--- config.mk ---
export PLATFORM = sky130hd
export DESIGN_NAME = vga_plot_scheduler
export DESIGN_NICKNAME = d
export VERILOG_FILES = /design/src/rtl/flow_vga_pkg.sv /design/src/rtl/plot_fifo.sv /design/src/rtl/vga_plot_scheduler.sv
export SDC_FILE = /design/constraint.sdc
export NUM_CORES = 1
export LEC_CHECK = 0
export ABC_AREA = 1
export BUFFER_PORTS_ARGS = -buffer_cell sky130_fd_sc_hd__buf_2
export CORE_ASPECT_RATIO = 0.6
export CORE_UTILIZATION = 64
export DETAILED_ROUTE_END_ITERATION = 12
export GPL_ROUTABILITY_DRIVEN = 0
export HOLD_SLACK_MARGIN = 0.06
export PLACE_DENSITY_LB_ADDON = 0.3
export SYNTH_ARGS = -nofsm -noshare
export SYNTH_HDL_FRONTEND = slang
export SYNTH_SLANG_ARGS = --single-unit
--- constraint.sdc ---
create_clock -name clock -period 6.6 [get_ports clock]
set_input_delay 1.32 -clock clock [delete_from_list [all_inputs] [get_ports clock]]
set_output_delay 1.32 -clock clock [all_outputs]
set_load 0.01 [all_outputs]
--- src/rtl/flow_vga_pkg.sv ---
// Shared definitions for the VGA plot path: screen geometry, coordinate and
// colour widths, the packed pixel record, and the fill-engine / arbiter enums.
package flow_vga_pkg;

    localparam int SCREEN_W = 160;
    localparam int SCREEN_H = 120;

    localparam int X_W     = 8;
    localparam int Y_W     = 7;
    localparam int COLOR_W = 15;

    // Fill scan coordinates carry one extra bit so x0+w-1 / y0+h-1 never wrap.
    localparam int XE_W = X_W + 1;
    localparam int YE_W = Y_W + 1;

    typedef struct packed {
        logic [X_W-1:0]     x;
        logic [Y_W-1:0]     y;
        logic [COLOR_W-1:0] color;
    } pixel_t;

    typedef enum logic {
        FILL_IDLE = 1'b0,
        FILL_RUN  = 1'b1
    } fill_state_t;

    typedef enum logic {
        SRC_FIFO = 1'b0,
        SRC_FILL = 1'b1
    } src_t;

    function automatic logic on_screen(input logic [XE_W-1:0] x, input logic [YE_W-1:0] y);
        return (x < XE_W'(SCREEN_W)) && (y < YE_W'(SCREEN_H));
    endfunction

endpackage

--- src/rtl/plot_fifo.sv ---
// Synchronous FIFO for single-pixel plot requests.
// Ports: clock, resetn (async, active-low), push/din write side (ignored when
// full), pop (ignored when empty), dout = current head (valid when !empty),
// full / empty flags. DEPTH must be a power of two, >= 2.
module plot_fifo #(
    parameter int WIDTH = 30,
    parameter int DEPTH = 4
) (
    input  logic             clock,
    input  logic             resetn,
    input  logic             push,
    input  logic [WIDTH-1:0] din,
    input  logic             pop,
    output logic [WIDTH-1:0] dout,
    output logic             full,
    output logic             empty
);

    localparam int AW = $clog2(DEPTH);

    logic [WIDTH-1:0] mem [DEPTH];
    // Pointers carry a wrap bit to tell full from empty.
    logic [AW:0] wr_ptr;
    logic [AW:0] rd_ptr;

    assign empty = (wr_ptr == rd_ptr);
    assign full  = (wr_ptr[AW-1:0] == rd_ptr[AW-1:0]) && (wr_ptr[AW] != rd_ptr[AW]);
    assign dout  = mem[rd_ptr[AW-1:0]];

    always_ff @(posedge clock or negedge resetn) begin
        if (!resetn) begin
            wr_ptr <= '0;
            rd_ptr <= '0;
        end else begin
            if (push && !full)
                wr_ptr <= wr_ptr + 1'b1;
            if (pop && !empty)
                rd_ptr <= rd_ptr + 1'b1;
        end
    end

    always_ff @(posedge clock) begin
        if (push && !full)
            mem[wr_ptr[AW-1:0]] <= din;
    end

endmodule

--- src/rtl/vga_plot_scheduler.sv ---
// Merges single-pixel requests (via plot_fifo) and a rectangle-fill engine onto
// one registered VGA adapter plot port, one pixel per cycle at most.
// Ports: clock, resetn (async, active-low); pix_valid/pix_ready/pix_x/pix_y/
// pix_color pixel request stream; fill_start + fill_x0/y0/w/h/color rectangle
// command, fill_busy while scanning; vga_x/vga_y/vga_color/vga_plot registered
// plot port; idle when nothing is queued, scanning or being plotted.
//
// Fill FSM
//   state     | meaning
//   FILL_IDLE | waiting for fill_start with non-zero w and h
//   FILL_RUN  | scanning rectangle row-major, clipped rows skipped in one cycle
module vga_plot_scheduler
    import flow_vga_pkg::*;
#(
    parameter int FIFO_DEPTH = 4
) (
    input  logic               clock,
    input  logic               resetn,
    input  logic               pix_valid,
    output logic               pix_ready,
    input  logic [X_W-1:0]     pix_x,
    input  logic [Y_W-1:0]     pix_y,
    input  logic [COLOR_W-1:0] pix_color,
    input  logic               fill_start,
    input  logic [X_W-1:0]     fill_x0,
    input  logic [Y_W-1:0]     fill_y0,
    input  logic [X_W-1:0]     fill_w,
    input  logic [Y_W-1:0]     fill_h,
    input  logic [COLOR_W-1:0] fill_color,
    output logic               fill_busy,
    output logic [X_W-1:0]     vga_x,
    output logic [Y_W-1:0]     vga_y,
    output logic [COLOR_W-1:0] vga_color,
    output logic               vga_plot,
    output logic               idle
);

    pixel_t fifo_head;
    pixel_t pix_in;
    pixel_t plot_data;
    logic   fifo_full, fifo_empty, fifo_pop;

    fill_state_t        state, state_nxt;
    src_t               rr, rr_nxt;
    logic [XE_W-1:0]    cx, cx_nxt, x0, x0_nxt, xend, xend_nxt;
    logic [YE_W-1:0]    cy, cy_nxt, yend, yend_nxt;
    logic [COLOR_W-1:0] fcolor, fcolor_nxt;

    logic fill_vis, fifo_vis, grant_fifo, grant_fill, plot_nxt;

    assign pix_in = '{x: pix_x, y: pix_y, color: pix_color};

    plot_fifo #(
        .WIDTH($bits(pixel_t)),
        .DEPTH(FIFO_DEPTH)
    ) u_fifo (
        .clock (clock),
        .resetn(resetn),
        .push  (pix_valid),
        .din   (pix_in),
        .pop   (fifo_pop),
        .dout  (fifo_head),
        .full  (fifo_full),
        .empty (fifo_empty)
    );

    assign pix_ready = !fifo_full;
    assign fill_busy = (state == FILL_RUN);
    assign fill_vis  = (state == FILL_RUN) && on_screen(cx, cy);
    assign fifo_vis  = on_screen({1'b0, fifo_head.x}, {1'b0, fifo_head.y});
    assign fifo_pop  = grant_fifo;
    assign idle      = fifo_empty && (state == FILL_IDLE) && !vga_plot;

    // Off-screen FIFO heads still take a grant so they drain; they just never plot.
    assign plot_nxt  = grant_fill || (grant_fifo && fifo_vis);
    assign plot_data = grant_fill ? pixel_t'({cx[X_W-1:0], cy[Y_W-1:0], fcolor}) : fifo_head;

    always_comb begin
        state_nxt  = state;
        rr_nxt     = rr;
        cx_nxt     = cx;
        cy_nxt     = cy;
        x0_nxt     = x0;
        xend_nxt   = xend;
        yend_nxt   = yend;
        fcolor_nxt = fcolor;
        grant_fifo = 1'b0;
        grant_fill = 1'b0;

        // The round-robin pointer only moves when both sources contend.
        if (!fifo_empty && fill_vis) begin
            grant_fifo = (rr == SRC_FIFO);
            grant_fill = (rr == SRC_FILL);
            rr_nxt     = (rr == SRC_FIFO) ? SRC_FILL : SRC_FIFO;
        end else begin
            grant_fifo = !fifo_empty;
            grant_fill = fill_vis;
        end

        case (state)
            FILL_IDLE: begin
                if (fill_start && (fill_w != '0) && (fill_h != '0)) begin
                    state_nxt  = FILL_RUN;
                    x0_nxt     = {1'b0, fill_x0};
                    cx_nxt     = {1'b0, fill_x0};
                    cy_nxt     = {1'b0, fill_y0};
                    xend_nxt   = {1'b0, fill_x0} + {1'b0, fill_w} - 1'b1;
                    yend_nxt   = {1'b0, fill_y0} + {1'b0, fill_h} - 1'b1;
                    fcolor_nxt = fill_color;
                end
            end
            FILL_RUN: begin
                if (cy >= YE_W'(SCREEN_H)) begin
                    // Every remaining row is below the screen.
                    state_nxt = FILL_IDLE;
                end else if (cx >= XE_W'(SCREEN_W)) begin
                    // Rest of this row is off the right edge.
                    if (cy == yend) begin
                        state_nxt = FILL_IDLE;
                    end else begin
                        cx_nxt = x0;
                        cy_nxt = cy + 1'b1;
                    end
                end else if (grant_fill) begin
                    if (cx == xend) begin
                        if (cy == yend) begin
                            state_nxt = FILL_IDLE;
                        end else begin
                            cx_nxt = x0;
                            cy_nxt = cy + 1'b1;
                        end
                    end else begin
                        cx_nxt = cx + 1'b1;
                    end
                end
            end
            default: state_nxt = FILL_IDLE;
        endcase
    end

    always_ff @(posedge clock or negedge resetn) begin
        if (!resetn) begin
            state  <= FILL_IDLE;
            rr     <= SRC_FIFO;
            cx     <= '0;
            cy     <= '0;
            x0     <= '0;
            xend   <= '0;
            yend   <= '0;
            fcolor <= '0;
        end else begin
            state  <= state_nxt;
            rr     <= rr_nxt;
            cx     <= cx_nxt;
            cy     <= cy_nxt;
            x0     <= x0_nxt;
            xend   <= xend_nxt;
            yend   <= yend_nxt;
            fcolor <= fcolor_nxt;
        end
    end

    always_ff @(posedge clock or negedge resetn) begin
        if (!resetn) begin
            vga_plot  <= 1'b0;
            vga_x     <= '0;
            vga_y     <= '0;
            vga_color <= '0;
        end else begin
            vga_plot <= plot_nxt;
            if (plot_nxt) begin
                vga_x     <= plot_data.x;
                vga_y     <= plot_data.y;
                vga_color <= plot_data.color;
            end
        end
    end

endmodule

==> results_dict.tcl, run 1 <==
set metrics [dict create \
    status "finished clean" \
    cts_hold_repair.buffers 0 \
    clock_latency_late_sink_ns 0.50 \
    finalSetupViolations 0 \
    initial_utilization_pct 66.9 \
    design.die.area_um2 16900 \
    drtPass1Iterations 5 \
    fin_crit_ns 3.52 \
    power.total_uw 6190 \
    cap_violations 0 \
    worst_ep_arrival_time_ns 2.20 \
    required_worst_endpoint_ns 5.28 \
    areaGrowthSynthToFinish_pct 12.1 \
    hold_path.class "reg -> reg" \
    area_used_by_multi_input_combinational_logic_um2 3660 \
    cts_num_sinks 216 \
    timing.slew.headroom_pct 22.3 \
    netlist_area_um2 10500 \
    reg2regPathDepth 7 \
    grt_overflow 0 \
    synth_top_cells_by_count "219 x sky130_fd_sc_hd__nand2_1, 131 x sky130_fd_sc_hd__o21ai_0, 129 x sky130_fd_sc_hd__inv_1, 120 x sky130_fd_sc_hd__edfxtp_1, 114 x sky130_fd_sc_hd__nor2_1" \
    synthMostInstantiatedCell "sky130_fd_sc_hd__nand2_1" \
    synth.yosys.seq_area_share_pct 57.4 \
    avg_inst_size_synth_um2 9.50 \
    cts.repair.resized 0 \
    startpoint_type "flip-flop" \
    area_of_all_sequential_standard_cells_um2 6010 \
    netlist_instances 1101 \
    io_buffer_count 112 \
    all_layer_global_routing_usage_pct 30.8 \
    clock_tree_from_tritoncts "built" \
    via_count 8198 \
    worst_ir_drop_vdd_mv 0.278 \
    clock-root-buffer "sky130_fd_sc_hd__clkbuf_16" \
    antenna_found_initial 2 \
    finalHoldViolCount 0 \
    synthDominantAreaCellType "sky130_fd_sc_hd__edfxtp_1" \
    grt_pass1_wl_mm 40.2 \
    htree_levels 1 \
    number_of_cell_rows 35 \
    fin_setup_tns_ns 0 \
    final_min_period_over_clock_period_pct 53.3 \
    floorplan.die.width_um 167 \
    grt_max_degree 66 \
    cp_max_fo 62 \
    wl_per_cell_um 18.1 \
    worst-slew-pin-transition_ns 1.16 \
    cts_made_buffers 20 \
    worst-r2r-setup-slack_ns 3.37 \
    setup.worst_path.class "reg -> out" \
    post_synth_main_area_contributors "sky130_fd_sc_hd__edfxtp_1 34%, sky130_fd_sc_hd__dfrtp_1 23%, sky130_fd_sc_hd__nand2_1 7.9%" \
    fraction_of_layout_cells_with_a_size_suffix_above_1_pct 14.6 \
    critical_path.endpoint "idle" \
    fill_cells 1068 \
    yosys_warnings 0 \
    ctsLongestPathBuffers 3 \
    drt_wl_total_mm 25.5 \
    io-pin-count 113 \
    netlist.area_leader.share_pct 34.5 \
    async_reset_ff_share_pct 44.4 \
    vias_per_cell 5.82 \
    grt_setup_unrepaired "no" \
    vias_in_the_first_global_route 7599 \
    layout.nets 1309 \
    synth.lib_cells_used.distinct 41 \
    clock_skew_ns 0.00830 \
    ant_nets 0 \
    ys_seq_elements 216 \
    regToRegEndpoint "yend[5]$_DFFE_PN0P_" \
    max_freq_mhz 284 \
    syn-num-nets 1219 \
    power.density_cell_area_nw_per_um2 528 \
    die_h_um 101 \
    critical_path.endpoint_type "output pin" \
    drc 0 \
    reg_to_reg_startpoint "fill_busy$_DFF_PN0_" \
    final_max_slew_viol_count 0 \
    cp-startpoint "u_fifo.rd_ptr[0]$_DFFE_PN0P_" \
    synth_edf_count 120 \
    cts.repair_timing.setup_buffer_count 0 \
    drt-initial-drc-count 914 \
    static-leakage-power_uw 0.00536 \
    hpwlAfterDp_mm 16.6 \
    synth_ff_type "sky130_fd_sc_hd__edfxtp_1" \
    worst_setup_hold_path_clk_slew_ns 0.07 \
    floorplan.core_area_um2 15600 \
]
## registers in the layout, indices dropped and copies added, names as in the netlist, 9 cells and up
name / flops
vga_color: 15
cx: 9
fcolor: 15
xend: 9
u_fifo.mem: 120
## per-stage QoR
stage	utilization (%)	hold WS (ns)	instances	setup slack (ns)	instance area [um^2]
floorplan	-	0.444	1101	3.37	10500
global placement	70.7	0.466	1372	2.95	11100
detailed placement	70.7	0.476	1372	2.79	11100
CTS	74.9	0.492	1408	3.10	11700
global route	74.9	0.500	1408	2.95	11700
finish	74.9	0.487	1409	3.08	11700
## cell type report
type                    count  area share [%]
flip-flops and latches    216            51.3
multi-input cells         698            31.2
repair buffers            122            5.45
clock buffers              25            4.70
inverters                 133            4.26
well taps                 203            2.17
clock inverters            11           0.886
diodes                      1          0.0214
## cells in the final DEF, fill, tap and decap left out, types with 4 or more instances in the layout
master                        n
sky130_fd_sc_hd__a21oi_1     26
sky130_fd_sc_hd__buf_2      111
sky130_fd_sc_hd__buf_4       11
sky130_fd_sc_hd__clkbuf_16   21
sky130_fd_sc_hd__clkinv_1     5
sky130_fd_sc_hd__dfrtp_1     95
sky130_fd_sc_hd__edfxtp_1   120
sky130_fd_sc_hd__ha_1        37
sky130_fd_sc_hd__inv_1      129
sky130_fd_sc_hd__inv_2        4
sky130_fd_sc_hd__nand2_1    219
sky130_fd_sc_hd__nand2_2      4
sky130_fd_sc_hd__nand3_1     66
sky130_fd_sc_hd__nand3b_1     7
sky130_fd_sc_hd__nand4_1      9
sky130_fd_sc_hd__nor2_1     110
sky130_fd_sc_hd__nor2_2       6
sky130_fd_sc_hd__o21ai_0    131
sky130_fd_sc_hd__o21ai_1      7
sky130_fd_sc_hd__o22a_1       6
sky130_fd_sc_hd__o22ai_1     24
sky130_fd_sc_hd__xnor2_1     12
sky130_fd_sc_hd__xor2_1      13
## logic make-up after synthesis
group	count (synthesis)	synth area share, %
AND/OR/NAND/NOR	430	17.3
flip-flops	216	57.4
AO/OA/AOI/OAI	203	10.6
buffers and inverters	187	7.64
adder cells (fa/ha/maj)	39	4.81
XOR/XNOR	26	2.25
## critical path, cell delays in order (launching register included)
cell                      delay (ns)
sky130_fd_sc_hd__dfrtp_2        0.36
sky130_fd_sc_hd__buf_4          0.54
sky130_fd_sc_hd__xnor2_2        0.19
sky130_fd_sc_hd__nand3_1        0.26
sky130_fd_sc_hd__nor3_1         0.20
sky130_fd_sc_hd__buf_2          0.16
## report_power, final
group / leakage, uW / switching (uW) / internal, uW
registers: 0.00227 / 272 / 1930
clock network: 0.000310 / 493 / 670
logic: 0.00278 / 1930 / 887
total: 0.00536 / 2700 / 3490
## layer usage
metal	track usage, %	routed length, um	share of wire, %
met1	47.1	11500	45
met2	46.0	11200	44
met3	5.65	2370	9.3
met4	7.41	394	1.5
met5	0	11	0.043
## how the worst min path moves through the flow
stage | cells after the start | endpoint | start
6_report | 2 | x0[7]$_DFFE_PN0P_ | x0[7]$_DFFE_PN0P_
5_1_grt | 2 | x0[6]$_DFFE_PN0P_ | x0[6]$_DFFE_PN0P_
4_1_cts | 2 | x0[6]$_DFFE_PN0P_ | x0[6]$_DFFE_PN0P_
3_5_place_dp | 2 | x0[6]$_DFFE_PN0P_ | x0[6]$_DFFE_PN0P_
3_3_place_gp | 2 | x0[1]$_DFFE_PN0P_ | x0[1]$_DFFE_PN0P_
2_1_floorplan | 2 | x0[1]$_DFFE_PN0P_ | x0[1]$_DFFE_PN0P_
No activity file was read; power rests on OpenSTA's default activity.
==> run 2, diff against run 1 <==
CORE_UTILIZATION = 53   (was 64)
clock period = 2.85 ns   (was 6.6 ns; I/O delays follow)
==> run 2 against run 1 <==
  * First-iteration DRC count is 32% lower
  * Flip-flop and latch count unchanged
  * Critical path depth is the same
  * Cell count rose by 5.5%
  * Total power increased by 130%
  * Register-to-register slack worse by 3.0 ns
  * Critical path type unchanged
  * Die area up 20%
  * Non-clock buffer count rose by 14
  * Cell area rose by 1.4%
  * Worst setup slack lost 2.7 ns
==> results_dict.tcl, run 2 (synthesis gave the netlist of run 1 again) <==
set metrics [dict create \
    worst_path_dominant_cell_family "simple AND/OR/NAND/NOR gates" \
    status "finished clean" \
    antenna_found_initial 2 \
    vias_per_cell 5.35 \
    hold_path_depth 3 \
    fill_cells 1626 \
    io_buffer_count 112 \
    worst-r2r-setup-slack_ns 0.39 \
    cp-startpoint "u_fifo.rd_ptr[1]$_DFFE_PN0P_" \
    clock_tree_from_tritoncts "built" \
    vias_in_the_first_global_route 7440 \
    areaGrowthSynthToFinish_pct 13.6 \
    worst_ir_drop_vdd_mv 0.796 \
    crit_chain "buf_4, xnor2_1, nand3_1, nor3_1, buf_2" \
    largest_reg_flops 120 \
    drt-initial-drc-count 626 \
    clock_skew_ns 0.0216 \
    htree_levels 1 \
    worst_setup_hold_path_clk_slew_ns 0.06 \
    regToRegEndpoint "vga_color[5]$_DFFE_PN0P_" \
    critical_path_stages 5 \
    wl_per_cell_um 16.5 \
    critical_path.endpoint_type "output pin" \
    cap_violations 0 \
    finalSetupViolations 0 \
    clock_latency_late_sink_ns 0.50 \
    most-common-layout-cells "219 x sky130_fd_sc_hd__nand2_1, 131 x sky130_fd_sc_hd__o21ai_0, 129 x sky130_fd_sc_hd__inv_1" \
    hold_path.class "in -> reg" \
    number_of_cell_rows 39 \
    initial_utilization_pct 54.5 \
    critical_path.endpoint "idle" \
    required_worst_endpoint_ns 2.28 \
    setup.worst_path.class "reg -> out" \
    cp_max_fo 11 \
    cts.repair_timing.setup_buffer_count 0 \
    floorplan.core_area_um2 19200 \
    static-leakage-power_uw 0.00543 \
    fin_crit_ns 2.50 \
    io-pin-count 113 \
    power.density_cell_area_nw_per_um2 1190 \
    final_max_slew_viol_count 0 \
    worst-slew-pin-transition_ns 0.578 \
    cts_made_buffers 20 \
    max_freq_mhz 400 \
    grt_pass1_wl_mm 39.6 \
    worst_ep_arrival_time_ns 1.93 \
    startpoint_type "flip-flop" \
    cts_hold_repair.buffers 1 \
    grt_setup_unrepaired "no" \
    cts_num_sinks 216 \
    hpwlAfterDp_mm 16.7 \
    hp-start "fill_color[1]" \
    crit_path_top_delay_cell "sky130_fd_sc_hd__dfrtp_1" \
    ant_nets 0 \
    finalHoldViolCount 0 \
    via_count 7947 \
    layout.nets 1323 \
    drt_wl_total_mm 24.5 \
    fraction_of_layout_cells_with_a_size_suffix_above_1_pct 15.5 \
    fin_setup_tns_ns 0 \
    design.die.area_um2 20300 \
    drtPass1Iterations 7 \
    all_layer_global_routing_usage_pct 24.9 \
    hold-worst-slack_ns 0.284 \
    timing.critical_path.buf_inv 2 \
    grt_max_degree 41 \
    final_min_period_over_clock_period_pct 87.8 \
    clock-root-buffer "sky130_fd_sc_hd__clkbuf_16" \
    grt_overflow 0 \
    mostFrequentLayoutCell "sky130_fd_sc_hd__nand2_1" \
    die_h_um 111 \
    reg2regPathDepth 9 \
    critPathMaxStageDelay_ns 0.41 \
    timing.slew.headroom_pct 61.4 \
    drc 0 \
    cts.repair.resized 0 \
    floorplan.die.width_um 183 \
    reg_to_reg_startpoint "u_fifo.rd_ptr[1]$_DFFE_PN0P_" \
    ctsLongestPathBuffers 3 \
]
-- run 2: cell types whose count changed in the layout (fill, tap and decap cells not counted), sizes merged --
cell	delta
dlygate4sd3	+1
bufinv	-1
clkinvlp	-3
clkbuf	+4
buf	+13
-- run 2: metal layers --
| metal | routed length (um) | share of wire, % | up-vias | GRT usage, % |
|---|---|---|---|---|
| met5 | 11 | 0.045 | - | 0 |
| met4 | 271 | 1.1 | 2 | 4.11 |
| met3 | 1760 | 7.2 | 27 | 4.20 |
| met2 | 10400 | 42 | 276 | 36.6 |
| met1 | 12100 | 49 | 3784 | 39.1 |
| li1 | - | - | 3858 | - |
-- run 2: cell type report --
class	instances	area (um^2)	area share, %
Timing Repair Buffer	136	746	6.28
Antenna cell	1	2.50	0.0211
Sequential cell	216	6010	50.6
Multi-Input combinational cell	698	3660	30.8
Tap cell	266	333	2.80
Clock buffer	29	576	4.84
Inverter	133	499	4.20
Clock inverter	7	57.6	0.484
-- run 2: through the flow --
stage | cell area [um^2] | util [%] | total power (uW) | std cells | worst slack (ns)
6_report | 11900 | 62.0 | 14200 | 1486 | 0.348
2_1_floorplan | 10500 | - | 9890 | 1101 | 0.116
5_1_grt | 11900 | 61.9 | 15200 | 1485 | 0.242
3_3_place_gp | 11200 | 58.6 | 11300 | 1448 | 0.340
3_5_place_dp | 11200 | 58.6 | 11500 | 1448 | 0.318
4_1_cts | 11900 | 61.9 | 14200 | 1485 | 0.358
-- run 2: tightest hold or removal path, stage by stage --
cell and delay [ns]:
sky130_fd_sc_hd__buf_2 0.07, sky130_fd_sc_hd__nand2_1 0.04, sky130_fd_sc_hd__o21ai_0 0.06
-- run 2: worst min-delay path by stage --
stage                                      end  slack [ns]
floorplan                    cx[0]$_DFFE_PN0P_        0.27
global placement             x0[3]$_DFFE_PN0P_        0.47
detailed placement      fcolor[14]$_DFFE_PN0P_        0.47
CTS                      fcolor[1]$_DFFE_PN0P_        0.28
global route        u_fifo.mem[2][1]$_DFFE_PP_        0.28
finish                   fcolor[1]$_DFFE_PN0P_        0.28
-- run 2: power breakdown --
group / total [uW] / switching, uW / internal (uW)
registers: 5080 / 608 / 4480
clock network: 2610 / 1110 / 1490
logic: 6470 / 4320 / 2150
==> run 3, diff against run 2 <==
ABC_AREA = 0   (was 1)
==> run 3 against run 2 <==
  * Sequential power is 3% higher
  * Count of clock-buffer cells in the layout is 1 lower
  * Cell area is 3.0% lower
  * Non-clock buffer count is 10 higher
  * Hold slack worse by 0.15 ns
  * Critical path depth is 1 lower
  * Largest power group unchanged
==> results_dict.tcl, run 3 <==
set metrics [dict create \
    status "finished clean" \
    io-pin-count 113 \
    static-leakage-power_uw 0.00492 \
    final_min_period_over_clock_period_pct 93.8 \
    synth_top_cells_by_count "120 x sky130_fd_sc_hd__edfxtp_1, 96 x sky130_fd_sc_hd__dfrtp_1, 92 x sky130_fd_sc_hd__nand2_1, 76 x sky130_fd_sc_hd__inv_1, 57 x sky130_fd_sc_hd__nor2_1" \
    synth.yosys.seq_area_share_pct 60.6 \
    netlist.area_leader.share_pct 36.4 \
    drt-initial-drc-count 599 \
    cts_num_sinks 216 \
    hold_path.class "in -> async" \
    worst_ep_arrival_time_ns 2.10 \
    ys_seq_elements 216 \
    clock_latency_late_sink_ns 0.50 \
    io_buffer_count 112 \
    floorplan.core_area_um2 18200 \
    vias_per_cell 5.63 \
    dpl-instance-area_um2 10900 \
    crit_chain "xnor2_1, nand3_1, nor3_1, buf_2" \
    synth.lib_cells_used.distinct 65 \
    all_layer_global_routing_usage_pct 24.7 \
    setup.worst_path.class "reg -> out" \
    cp_max_fo 10 \
    worst_ir_drop_vdd_mv 0.698 \
    initial_utilization_pct 54.5 \
    synthMostInstantiatedCell "sky130_fd_sc_hd__edfxtp_1" \
    fraction_of_layout_cells_with_a_size_suffix_above_1_pct 23.6 \
    grt_setup_unrepaired "no" \
    cts_made_buffers 20 \
    mostFrequentLayoutCell "sky130_fd_sc_hd__edfxtp_1" \
    number_of_cell_rows 38 \
    p_clk_share_pct 18.4 \
    timing.critical_path.buf_inv 1 \
    synthDominantAreaCellType "sky130_fd_sc_hd__edfxtp_1" \
    critical_path.endpoint_type "output pin" \
    largest_reg_flops 120 \
    startpoint_type "flip-flop" \
    worst_path_dominant_cell_family "flip-flops" \
    cap_violations 0 \
    via_count 6584 \
    finalInstanceArea_um2 11500 \
    vias_in_the_first_global_route 6266 \
    critPathMaxStageDelay_ns 0.57 \
    power.net_switching_uw 5320 \
    ctsLongestPathBuffers 3 \
    cts.repair_timing.setup_buffer_count 0 \
    synth_ff_type "sky130_fd_sc_hd__edfxtp_1" \
    clock_skew_ns 0.0217 \
    ant_nets 0 \
    finalHoldViolCount 0 \
    crit_path_top_delay_cell "sky130_fd_sc_hd__dfrtp_1" \
    netlist_area_um2 9900 \
    layout.nets 1033 \
    power.density_cell_area_nw_per_um2 1200 \
    required_worst_endpoint_ns 2.28 \
    power.share.switching_pct 38.6 \
    timing.slew.headroom_pct 44.9 \
    fin_setup_tns_ns 0 \
    max_freq_mhz 374 \
    drtPass1Iterations 5 \
    wl_per_cell_um 19.2 \
    htree_levels 1 \
    cts_hold_repair.buffers 0 \
    combinationalPowerShare_pct 43.7 \
    grt_overflow 0 \
    netlist_instances 783 \
    floorplan.die.width_um 178 \
    yosys_warnings 0 \
    clock-root-buffer "sky130_fd_sc_hd__clkbuf_16" \
    fin_crit_ns 2.67 \
    grt_pass1_wl_mm 35.5 \
    avg_inst_size_synth_um2 12.6 \
    worst_setup_hold_path_clk_slew_ns 0.06 \
    finalSetupViolations 0 \
    hpwlAfterDp_mm 15.7 \
    most-common-layout-cells "120 x sky130_fd_sc_hd__edfxtp_1, 111 x sky130_fd_sc_hd__buf_2, 95 x sky130_fd_sc_hd__dfrtp_1" \
    die_h_um 108 \
    antenna_found_initial 2 \
    post_synth_main_area_contributors "sky130_fd_sc_hd__edfxtp_1 36%, sky130_fd_sc_hd__dfrtp_1 24%, sky130_fd_sc_hd__mux4_2 6.8%" \
    clock_tree_from_tritoncts "built" \
    synth_edf_count 120 \
    syn-num-nets 901 \
    internal-power_uw 8460 \
    worst-slew-pin-transition_ns 0.821 \
    final_max_slew_viol_count 0 \
    async_reset_ff_share_pct 44.4 \
    grt_max_degree 50 \
    seq_power_share_pct 37.9 \
    drt_wl_total_mm 22.5 \
    design.die.area_um2 19300 \
    drc 0 \
    areaGrowthSynthToFinish_pct 16.3 \
    cts.repair.resized 0 \
]
## run 3: cell families (layout without fill, tap and decap cells)
logic type               Yosys count  after routing  synth area share (%)
AO/OA/AOI/OAI                    129            129                  8.92
buffers and inverters            112            258                  4.79
flip-flops                       216            216                  60.6
XOR/XNOR                          35             35                  3.17
AND/OR/NAND/NOR                  211            211                  9.46
adder cells (fa/ha/maj)           39             39                  5.08
other                              0              1                     0
multiplexers                      41             41                  7.95
## run 3: layout make-up
| cell class | count | area, um^2 |
|---|---|---|
| fillers | 1410 | 6640 |
| flip-flops and latches | 216 | 6010 |
| multi-input cells | 455 | 3440 |
| repair buffers | 146 | 881 |
| clock buffers | 28 | 531 |
| well taps | 240 | 300 |
| inverters | 76 | 285 |
| clock inverters | 8 | 77.6 |
| diodes | 1 | 2.50 |
## run 3: layer usage
layer / track usage, % / vias up / routed length [um]
met3: 3.95 / 29 / 1690
met1: 39.4 / 3228 / 10900
met4: 4.12 / 2 / 320
li1: - / 3078 / -
met5: 0 / - / 10
met2: 35.8 / 247 / 9620
## run 3: power groups by stage
stage | clock, uW | combinational (uW) | sequential (uW)
finish | 2540 | 6020 | 5220
global route | 2700 | 6640 | 5340
CTS | 2570 | 6030 | 5220
detailed placement | 0 | 5980 | 5260
global placement | 0 | 5850 | 5230
floorplan | 0 | 4190 | 5080
## run 3: per-stage QoR
step	instances	util, %	hold slack [ns]	setup slack, ns	total power [uW]
2_1_floorplan	783	-	0.274	0.159	9270
3_3_place_gp	1133	60.1	0.458	-0.123	11100
3_5_place_dp	1133	60.1	0.462	-0.175	11200
4_1_cts	1169	63.4	0.158	0.166	13800
5_1_grt	1169	63.4	0.192	0.0278	14700
6_report	1170	63.4	0.132	0.176	13800
## run 3: worst paths after layout
| kind | from | slack, ns | to | depth (start not counted) |
|---|---|---|---|---|
| setup / recovery | u_fifo.rd_ptr[1]$_DFFE_PN0P_ | 0.18 | idle | 4 |
| hold / removal | resetn | 0.13 | vga_color[14]$_DFFE_PN0P_ | 1 |
| setup reg to reg | cx[0]$_DFFE_PN0P_ | 0.37 | cy[3]$_DFFE_PN0P_ | 6 |
| hold reg to reg | fcolor[2]$_DFFE_PN0P_ | 0.48 | fcolor[2]$_DFFE_PN0P_ | 2 |
| max in group asynchronous | resetn | 2.04 | vga_color[5]$_DFFE_PN0P_ | 2 |
| min in group clock | fill_color[12] | 0.26 | fcolor[12]$_DFFE_PN0P_ | 3 |
